File: src/rtl/tag_lookup_pkg.sv
// Shared definitions for the tag lookup controller: field widths, tag word
// layout, FSM state encoding and the hit-compare helper.
package tag_lookup_pkg;

   localparam int TAG_W     = 5;
   localparam int IDX_W     = 3;
   localparam int ADDR_W    = TAG_W + IDX_W;
   localparam int TAGWORD_W = 6;
   localparam int VALID_BIT = 5;
   localparam int TIMEOUT   = 15;
   localparam int CNT_W     = 4;
   localparam int STAT_W    = 16;

   typedef enum logic [2:0] {
      IDLE  = 3'd0,
      ISSUE = 3'd1,
      WAIT  = 3'd2,
      RESP  = 3'd3,
      FILL  = 3'd4
   } state_t;

   // A stored word hits when its valid bit is set and its tag field matches.
   function automatic logic tag_match(input logic [TAGWORD_W-1:0] word,
                                      input logic [TAG_W-1:0]     tag);
      return word[VALID_BIT] && (word[TAG_W-1:0] == tag);
   endfunction

endpackage

File: src/rtl/tag_lookup_stats.sv
// Saturating hit/miss event counters for the tag lookup controller.
// Only instantiated when TAG_LOOKUP_STATS_EN is defined.
module tag_lookup_stats
   import tag_lookup_pkg::*;
(
   input  logic              TL_clk,
   input  logic              rst,
   input  logic              inc_hit,
   input  logic              inc_miss,
   output logic [STAT_W-1:0] hit_count,
   output logic [STAT_W-1:0] miss_count
);

   // Count one event per pulse, holding at all-ones instead of wrapping.
   always_ff @(posedge TL_clk or posedge rst) begin
      if (rst) begin
         hit_count  <= '0;
         miss_count <= '0;
      end else begin
         if (inc_hit && (hit_count != '1))
            hit_count <= hit_count + STAT_W'(1);
         if (inc_miss && (miss_count != '1))
            miss_count <= miss_count + STAT_W'(1);
      end
   end

endmodule

File: src/rtl/tag_lookup_ctrl.sv
// Tag lookup controller: serialises lookups and line fills onto a tag array
// with a handshake read port and a single-cycle write port. Every output is
// a flop loaded from the next-state logic, so no input reaches an output
// combinationally. Optional saturating hit/miss statistics are built when
// TAG_LOOKUP_STATS_EN is defined.
module tag_lookup_ctrl
   import tag_lookup_pkg::*;
(
   input  logic                 TL_clk,
   input  logic                 rst,
   input  logic                 req_valid,
   input  logic [ADDR_W-1:0]    req_addr,
   input  logic                 fill_valid,
   input  logic [ADDR_W-1:0]    fill_addr,
   output logic                 req_ready,
   output logic                 resp_valid,
   output logic                 resp_hit,
   output logic                 resp_err,
   output logic [IDX_W-1:0]     ta_read_select,
   output logic                 ta_read_enable,
   input  logic                 ta_finish,
   output logic [IDX_W-1:0]     ta_write_select,
   output logic [TAGWORD_W-1:0] ta_write_data,
   output logic                 ta_write_enable,
`ifdef TAG_LOOKUP_STATS_EN
   output logic [STAT_W-1:0]    hit_count,
   output logic [STAT_W-1:0]    miss_count,
`endif
   input  logic [TAGWORD_W-1:0] ta_out_data
);

   state_t                 state_q, state_n;
   logic [TAG_W-1:0]       tag_q, tag_n;
   logic [CNT_W-1:0]       cnt_q, cnt_n;
   logic                   ready_n;
   logic                   rd_en_n, wr_en_n;
   logic [IDX_W-1:0]       rd_sel_n, wr_sel_n;
   logic [TAGWORD_W-1:0]   wr_data_n;
   logic                   rsp_vld_n, rsp_hit_n, rsp_err_n;

   // Next state plus next value of every registered output; outputs belong
   // to the state being entered, so strobes are raised on the entry edge.
   always_comb begin
      state_n   = state_q;
      tag_n     = tag_q;
      cnt_n     = cnt_q;
      rd_en_n   = 1'b0;
      rd_sel_n  = ta_read_select;
      wr_en_n   = 1'b0;
      wr_sel_n  = ta_write_select;
      wr_data_n = ta_write_data;
      rsp_vld_n = 1'b0;
      rsp_hit_n = resp_hit;
      rsp_err_n = resp_err;
      case (state_q)
         IDLE: begin
            if (fill_valid) begin
               state_n   = FILL;
               wr_en_n   = 1'b1;
               wr_sel_n  = fill_addr[IDX_W-1:0];
               wr_data_n = {1'b1, fill_addr[ADDR_W-1:IDX_W]};
            end else if (req_valid) begin
               state_n  = ISSUE;
               tag_n    = req_addr[ADDR_W-1:IDX_W];
               rd_en_n  = 1'b1;
               rd_sel_n = req_addr[IDX_W-1:0];
               cnt_n    = '0;
            end
         end
         ISSUE: begin
            state_n = WAIT;
            cnt_n   = '0;
         end
         WAIT: begin
            if (ta_finish) begin
               state_n   = RESP;
               rsp_vld_n = 1'b1;
               rsp_hit_n = tag_match(ta_out_data, tag_q);
               rsp_err_n = 1'b0;
            end else begin
               cnt_n = cnt_q + CNT_W'(1);
               if (cnt_q == CNT_W'(TIMEOUT - 1)) begin
                  state_n   = RESP;
                  rsp_vld_n = 1'b1;
                  rsp_hit_n = 1'b0;
                  rsp_err_n = 1'b1;
               end
            end
         end
         RESP:    state_n = IDLE;
         FILL:    state_n = IDLE;
         default: state_n = IDLE;
      endcase
      ready_n = (state_n == IDLE);
   end

   // State, latched lookup tag, timeout counter and all output flops.
   always_ff @(posedge TL_clk or posedge rst) begin
      if (rst) begin
         state_q         <= IDLE;
         tag_q           <= '0;
         cnt_q           <= '0;
         req_ready       <= 1'b1;
         ta_read_enable  <= 1'b0;
         ta_read_select  <= '0;
         ta_write_enable <= 1'b0;
         ta_write_select <= '0;
         ta_write_data   <= '0;
         resp_valid      <= 1'b0;
         resp_hit        <= 1'b0;
         resp_err        <= 1'b0;
      end else begin
         state_q         <= state_n;
         tag_q           <= tag_n;
         cnt_q           <= cnt_n;
         req_ready       <= ready_n;
         ta_read_enable  <= rd_en_n;
         ta_read_select  <= rd_sel_n;
         ta_write_enable <= wr_en_n;
         ta_write_select <= wr_sel_n;
         ta_write_data   <= wr_data_n;
         resp_valid      <= rsp_vld_n;
         resp_hit        <= rsp_hit_n;
         resp_err        <= rsp_err_n;
      end
   end

`ifdef TAG_LOOKUP_STATS_EN
   tag_lookup_stats u_stats (
      .TL_clk     (TL_clk),
      .rst        (rst),
      .inc_hit    (resp_valid & resp_hit),
      .inc_miss   (resp_valid & ~resp_hit),
      .hit_count  (hit_count),
      .miss_count (miss_count)
   );
`endif

endmodule

File: config.mk
export PLATFORM = sky130hd
export DESIGN_NAME = tag_lookup_ctrl
export DESIGN_NICKNAME = d
export VERILOG_FILES = /design/src/rtl/tag_lookup_pkg.sv /design/src/rtl/tag_lookup_stats.sv /design/src/rtl/tag_lookup_ctrl.sv
export SDC_FILE = /design/constraint.sdc
export NUM_CORES = 1
export LEC_CHECK = 0
export CORE_ASPECT_RATIO = 0.5
export CORE_MARGIN = 3
export CORE_UTILIZATION = 47
export DETAILED_ROUTE_END_ITERATION = 7
export HOLD_SLACK_MARGIN = 0.02
export PLACE_DENSITY = 0.83
export SYNTH_ARGS = -nofsm -noshare
export SYNTH_HDL_FRONTEND = slang
export SYNTH_HIERARCHICAL = 1
export SYNTH_SLANG_ARGS = --single-unit
File: constraint.sdc
create_clock -name TL_clk -period 4 [get_ports TL_clk]
set_clock_uncertainty 0.1 [all_clocks]
set_input_delay 0.4 -clock TL_clk [delete_from_list [all_inputs] [get_ports TL_clk]]
set_output_delay 0.4 -clock TL_clk [all_outputs]
set_load 0.02 [all_outputs]
-- Yosys cells after proc, flatten, opt, wreduce, memory -nomap -nowiden
Index checks and enable logic that the tools add are counted.
- RAM bits: 0
- ROM bits: 0
- output and inout bits: 18
- bits in registers: 30
- bits in latches: 0
- memories kept: 0
- reduce and logical (&&, ||, !) cells: 9
- divide/modulo/power cells: 0
- mux-type cells: 21
- shift operators: 0
- magnitude comparators: 0
- multipliers: 0
- add/sub/neg operators: 1
- equal/unequal tests: 7
- bitwise gates (word level): 1
- operator list (kind ; number):
    2-to-1 mux 1 bit ; 12
    2-to-1 mux 3 bit ; 4
    2-to-1 mux 4 bit ; 3
    case mux 4 bit (3 select lines) ; 1
    case mux 3 bit (3 select lines) ; 1
    zero test 3 bit ; 2
    != test 2 bit (second input constant) ; 3
    == test 5 bit ; 1
    adder 4 x 1 -> 4 bit (second input constant) ; 1
    == test 4 bit (second input constant) ; 1
    AND reduction 2 bit ; 2
    AND reduction 4 bit ; 1
    == test 3 x 1 -> 1 bit (second input constant) ; 1
    == test 3 x 2 -> 1 bit (second input constant) ; 1
    AND reduction 3 bit ; 1
    nonzero test 3 bit ; 1
    nonzero test 2 bit ; 1
    logical AND 1 bit ; 1
    inverter 1 bit ; 1

-- Logic depth before layout (Yosys ltp)
Gate-level depths: netlist of the first run.
- depth in word-level cells: 5
- gate-level depth with buffers: 5

-- Least setup slack after synthesis of the first run
Ideal clock, no wire load.
- kind: reg2reg
- start: register state_q[0]
- end: register ta_write_data[0]
- path slack: 2.515 ns
- data required time: 3.773 ns
- library setup time: 0.127 ns
- buffers on the path: 1
- stages on the path, launching flop included: 5
- arrival: 1.258 ns
- cell sequence: dfrtp_1 > nor3_2 > and2_4 > buf_6 > mux2_1
- longest elaborated chain between the ends: 2
- ends and longest elaborated chain (element ; line ; RTL):
    start: declaration ; tag_lookup_ctrl.sv:32 ; state_t state_q, state_n;
    start signal: assignment ; tag_lookup_ctrl.sv:113 ; state_q <= state_n;
    zero test 3 bit ; tag_lookup_ctrl.sv:55 ; case (state_q)
    AND reduction 2 bit (no source line) ; n/a ;
    end signal: assignment ; tag_lookup_ctrl.sv:121 ; ta_write_data <= wr_data_n;
    end: declaration ; tag_lookup_ctrl.sv:23 ; output logic [TAGWORD_W-1:0] ta_write_data,
No other way between the ends.
A chain may end at the register's enable or synchronous reset.

-- Worst setup path in the final report of the first run
- start: register req_ready
- end: output port req_ready
- RTL lines (element ; line ; RTL):
    start: declaration ; tag_lookup_ctrl.sv:15 ; output logic req_ready,
    start signal: assignment ; tag_lookup_ctrl.sv:116 ; req_ready <= ready_n;
No word-level cell between the ends.

==> results of run 1 <==
-- layout by cell type, fill, tap and decap left out, drive strengths merged, types with 2 or more instances in the layout --
cell type      netlist  routed
and2                 2       2
nand2b               2       2
ha                   2       2
inv                  5       5
nor3                 5       5
mux2                17      17
clkbuf               0       8
clkdlybuf4s50        0      44
a21oi                2       2
dfrtp               29      29
nand2                5       5
xor2                 4       4
o21ai                3       3
nand3                5       5
-- registers in the layout (all words and copies together) (netlist names) --
signal           flops
ta_write_data        6
tag_q                5
cnt_q                4
state_q              3
ta_read_select       3
ta_write_select      3
req_ready            1
resp_err             1
resp_hit             1
resp_valid           1
ta_read_enable       1
ta_write_enable      1
-- cell families (layout without fill, tap and decap cells) --
group | Yosys count | in the layout
flip-flops | 30 | 30
adder cells (fa/ha/maj) | 2 | 2
AO/OA/AOI/OAI | 9 | 9
AND/OR/NAND/NOR | 27 | 27
multiplexers | 17 | 17
XOR/XNOR | 5 | 5
buffers and inverters | 6 | 57
-- metrics by stage --
| step | instances | hold WS [ns] | instance area (sq um) | setup slack (ns) |
|---|---|---|---|---|
| final | 182 | 0.3895 | 1843 | 2.112 |
| after global placement | 174 | 0.3526 | 1733 | 2.151 |
| after detailed placement | 174 | 0.3609 | 1733 | 2.134 |
| after global routing | 182 | 0.4047 | 1843 | 2.073 |
| after floorplan | 96 | 0.3901 | 1260 | 2.515 |
| after CTS | 182 | 0.3919 | 1843 | 2.098 |
-- layer usage --
| metal | routed length (microns) | up-vias | track usage [%] |
|---|---|---|---|
| li1 | - | 430 | - |
| met1 | 1061 | 443 | 18.74 |
| met2 | 1367 | 21 | 31.94 |
| met3 | 100 | 2 | 5.579 |
| met4 | 22 | 0 | 6.507 |
| met5 | 0 | - | 0 |
-- where the power goes --
part / switching (mW) / total [mW] / leakage (nW) / internal, mW
clock: 0.108 / 0.282 / 0.0575 / 0.174
combinational: 0.226 / 0.490 / 0.378 / 0.265
sequential: 0.0763 / 0.500 / 0.370 / 0.424
-- final timing paths --
check | slack, ns | cells after the start | endpoint | start
worst max register to register | 2.42 | 4 | cnt_q[1] | state_q[0]
worst max-delay path | 2.11 | 1 | req_ready | req_ready
min in group asynchronous | 0.61 | 2 | ta_read_select[1] | rst
worst min-delay path | 0.39 | 1 | ta_write_select[0] | ta_write_select[0]
max in group asynchronous | 2.53 | 2 | state_q[2] | rst
worst min register to register | 0.39 | 1 | ta_write_select[0] | ta_write_select[0]
-- synthesized netlist by cell type, types with 2 or more instances --
library cell   n
nand2b_1       2
dfrtp_1       29
ha_1           2
mux2_1         7
nand2_1        4
xor2_1         4
a21oi_1        2
nor3_1         4
nand3_1        5
inv_1          5
mux2_2        10
o21ai_0        2
-- layout make-up --
cell class	instances	area, sq um	share of cell area, %
Sequential cell	30	752.0	40.80
Multi-Input combinational cell	60	478.0	25.93
Timing Repair Buffer	44	440.4	23.90
Clock buffer	8	110.1	5.974
Tap cell	35	43.79	2.376
Inverter	5	18.77	1.018
==> impl_metrics.toml, run 1 <==
[placement]
port_buffers = 44
gp_congestion = 0.8255

[final_layout]
antenna_cells = 0
drive_gt1_share_pct = 17.01
nFillCells = 180
final_core_util_pct = 77.69
area_growth_pct = 46.28
nNetsFinal = 175

[pwr]
ir_worst_vdd_v = 0.0005449
p_leak_nw = 0.8050
power_mw = 1.273
powerDensity_nw_per_um2 = 690.5

[die]
die-height_microns = 42.61
initial_core_util_pct = 53.11
fp.dieW_microns = 79.22
core_sq_um = 2372
boundaryPins = 45
rows = 12
die_area_sq_um = 3376

[global_routing]
grt_max_degree = 31
grt_overflow = 0
antenna_found_initial = 0
track_usage_pct = 17.37
grt_pass1_vias = 985
grt_pass1_wl_mm = 4.422

[clocking]
clk-insertion-delay-late_ns = 0.27
clkTransAtPathRegs_ns = 0.06
post_cts.repair.setup_buffers = 0
post_cts_resized = 0
clock_path_buffers = 2
cts_buffers = 5
cts_tree = "done"
clock-sinks = 30
cts-root-buf = "clkbuf_8"
hold_buffers = 0
htree_levels = 2

[yosys]
synth_top_family_by_area = "multiplexers"
netlist_area_sq_um = 1260
synthCells = 96
syn_avg_cell_area_sq_um = 13.12
synth_nets = 125
synthTopCellsByArea = "dfrtp_1, mux2_2, mux2_1"
synthSimpleGateAreaFrac_pct = 12.91
synth_fa_ha_area_share_pct = 1.986
synth.distinct_cells = 32
ys_ff_latch = 30
yosys-mux-area-fraction_pct = 15.19
ys.flop_type = "dfrtp_1"
synth_xor_xnor_area_share_pct = 3.476
synth_edf_count = 0
yosysTopAreaCellShare_pct = 57.60
ys_async_sr_fraction_pct = 100.0
ys_seq_area_share_pct = 59.68
synth_compound_area_share_pct = 4.369
synth_warnings = 6
synth_top_area_cell = "dfrtp_1"

[detailed_routing]
drt_iter0_drc = 23
wl_per_cell_microns = 14.02
drc = 0
first_pass_iters = 4
drtAntennaViolNets = 0
wl_mm = 2.551
via_count = 896
vias_per_cell = 4.923

[sta]
min_period_ns = 1.888
finalCritPeriodShare_pct = 47.19
hold_viol = 0
max_freq_mhz = 529.8
worst_pin_slew_ns = 1.092
rsz0062_at_grt = "no"
tns_ns = 0
maxSlewViolCount = 0
setup_viol = 0
slew_headroom_pct = 27.15

[setup_path]
cpPeakStageDelay_ns = 0.60
cp-end-kind = "primary output"
crit_type = "reg2out"
critPathBufInv = 1
cpLargestDelayFamily = "buffers and inverters"
cp.arrival_ns = 1.39
start_kind = "register"
required_ns = 3.50
crit_fanout = 1
cp_cell_sequence = "clkdlybuf4s50_1"
critPathSlowestCell = "clkdlybuf4s50_1"

[job]
max_cap_violations = 0

[worst_hold_path]
hold_class = "reg2reg"

[outcome]
status = "completed"
No activity file was read; power rests on OpenSTA's default activity.
==> inputs of run 2 (changes only) <==
--- a/config.mk
+++ b/config.mk
@@ -7,10 +7,10 @@
 export LEC_CHECK = 0
 export CORE_ASPECT_RATIO = 0.5
 export CORE_MARGIN = 3
-export CORE_UTILIZATION = 47
+export CORE_UTILIZATION = 44
 export DETAILED_ROUTE_END_ITERATION = 7
 export HOLD_SLACK_MARGIN = 0.02
-export PLACE_DENSITY = 0.83
+export PLACE_DENSITY = 0.79
 export SYNTH_ARGS = -nofsm -noshare
 export SYNTH_HDL_FRONTEND = slang
 export SYNTH_HIERARCHICAL = 1
==> constraint.sdc (replaced) <==
create_clock -name TL_clk -period 1.97 [get_ports TL_clk]
set_clock_uncertainty 0.1 [all_clocks]
set_input_delay 0.197 -clock TL_clk [delete_from_list [all_inputs] [get_ports TL_clk]]
set_output_delay 0.197 -clock TL_clk [all_outputs]
set_load 0.02 [all_outputs]
==> run 2 against run 1 <==
  * Critical path depth did not move
  * Register-to-register slack got worse by 2.0 ns
  * Die area rose by 6.1%
  * Combinational power rose by 100%
==> impl_metrics.toml, run 2 (synthesis results as in run 1) <==
[outcome]
status = "completed"

[final_layout]
layout_common_cells = "clkdlybuf4s50_1, dfrtp_1, mux2_2"
final_common_cell = "clkdlybuf4s50_1"
regMostFlops = "ta_write_data"
largestRegisters = "ta_write_data x6, tag_q x5, cnt_q x4"
largest_reg_flops = 6
drive_gt1_share_pct = 17.57
nFillCells = 195
nNetsFinal = 176
antenna_cells = 0
area_growth_pct = 46.97

[clocking]
cts-root-buf = "clkbuf_8"
clock-sinks = 30
post_cts.repair.setup_buffers = 0
hold_buffers = 0
clk-insertion-delay-late_ns = 0.28
post_cts_resized = 0
clkTransAtPathRegs_ns = 0.07
cts_buffers = 5
cts_tree = "done"
clock_path_buffers = 2
htree_levels = 2

[detailed_routing]
wl_mm = 2.379
wl_per_cell_microns = 12.86
drt_iter0_drc = 8
vias_per_cell = 4.784
drtAntennaViolNets = 0
via_count = 885
first_pass_iters = 4
drc = 0

[setup_path]
cpLargestDelayFamily = "buffers and inverters"
critPathBufInv = 1
cp_cell_sequence = "clkdlybuf4s50_1"
r2r-start = "state_q[0]"
critPathSlowestCell = "clkdlybuf4s50_1"
crit_fanout = 1
crit_type = "reg2out"
required_ns = 1.67
cp-startpoint = "req_ready"
cp.arrival_ns = 1.39
start_kind = "register"
cpPeakStageDelay_ns = 0.60
cp-end-kind = "primary output"

[worst_hold_path]
hold_class = "in2async"

[pwr]
combPwrFrac_pct = 38.3
p_int_mw = 1.770
p_sw_mw = 0.8358
ir_worst_vdd_v = 0.0006870
netSwitchingFraction_pct = 32.07
pwr-share-clk_pct = 23.2
p_leak_nw = 0.8102
p_seq_share_pct = 38.5
power_mw = 2.606
powerDensity_nw_per_um2 = 1407

[sta]
fin_ws_ns = 0.2804
tns_ns = 0
maxSlewViolCount = 0
whs_ns = 0.1755
finalCritPeriodShare_pct = 85.77
hold_viol = 0
worst_pin_slew_ns = 0.3618
min_period_ns = 1.690
setup_viol = 0
slew_headroom_pct = 75.88
max_freq_mhz = 591.8
rsz0062_at_grt = "no"

[placement]
port_buffers = 44
preCtsSetupSlack_ns = 0.2997
gp_congestion = 0.7571
dp_hpwl_mm = 1.753

[global_routing]
grt_pass1_vias = 901
antenna_found_initial = 0
grt_pass1_wl_mm = 4.036
grt_max_degree = 31
track_usage_pct = 15.46
grt_overflow = 0

[die]
core_sq_um = 2668
die-height_microns = 43.84
initial_core_util_pct = 47.23
die_area_sq_um = 3581
fp.dieW_microns = 81.68
rows = 13
boundaryPins = 45

[job]
max_cap_violations = 0
==> run 2: power groups by stage <==
stage                     sequential [mW]  combinational, mW  clock, mW
final                                1.00              0.998      0.604
after global routing                 1.04               1.07      0.655
after CTS                            1.01               1.02      0.618
after detailed placement             1.02               1.01          0
after global placement               1.01              0.990          0
after floorplan                      1.19              0.406          0
==> run 2: area by class of cell <==
| class | instances | area [sq um] | area share, % |
|---|---|---|---|
| Clock buffer | 5 | 68.82 | 3.716 |
| Clock inverter | 3 | 40.04 | 2.162 |
| Inverter | 5 | 18.77 | 1.014 |
| Multi-Input combinational cell | 60 | 478.0 | 25.81 |
| Sequential cell | 30 | 752.0 | 40.61 |
| Tap cell | 37 | 46.29 | 2.500 |
| Timing Repair Buffer | 45 | 447.9 | 24.19 |
==> run 2: worst paths after layout <==
| check | to | slack, ns | depth (start not counted) |
|---|---|---|---|
| worst max-delay path | req_ready | 0.28 | 1 |
| worst min-delay path | ta_read_select[1] | 0.18 | 3 |
| worst max register to register | ta_write_select[1] | 0.42 | 3 |
| worst min register to register | ta_write_data[5] | 0.38 | 1 |
| max in group asynchronous | req_ready | 1.28 | 3 |
| min in group TL_clk | ta_write_data[5] | 0.38 | 1 |
==> run 2: metal layers <==
layer	routed length (microns)	up-vias	GRT usage, %
li1	-	430	-
met1	984	429	18.06
met2	1193	22	24.76
met3	171	4	7.054
met4	30	0	6.954
met5	0	-	0
==> run 2: per-stage QoR <==
step                instances  cell area [sq um]  utilization [%]
finish                    185               1852            69.42
global route              185               1852            69.42
detailed placement        177               1743            65.34
CTS                       185               1852            69.42
global placement          177               1743            65.34
floorplan                  96               1260                -
==> inputs of run 3 (changes only) <==
--- a/config.mk
+++ b/config.mk
@@ -8,6 +8,7 @@
 export CORE_ASPECT_RATIO = 0.5
 export CORE_MARGIN = 3
 export CORE_UTILIZATION = 44
+export CTS_CLUSTER_DIAMETER = 150
 export DETAILED_ROUTE_END_ITERATION = 7
 export HOLD_SLACK_MARGIN = 0.02
 export PLACE_DENSITY = 0.79
==> results of run 3 <==
Same layout as run 2: the final DEF is identical, and so are final timing and power.
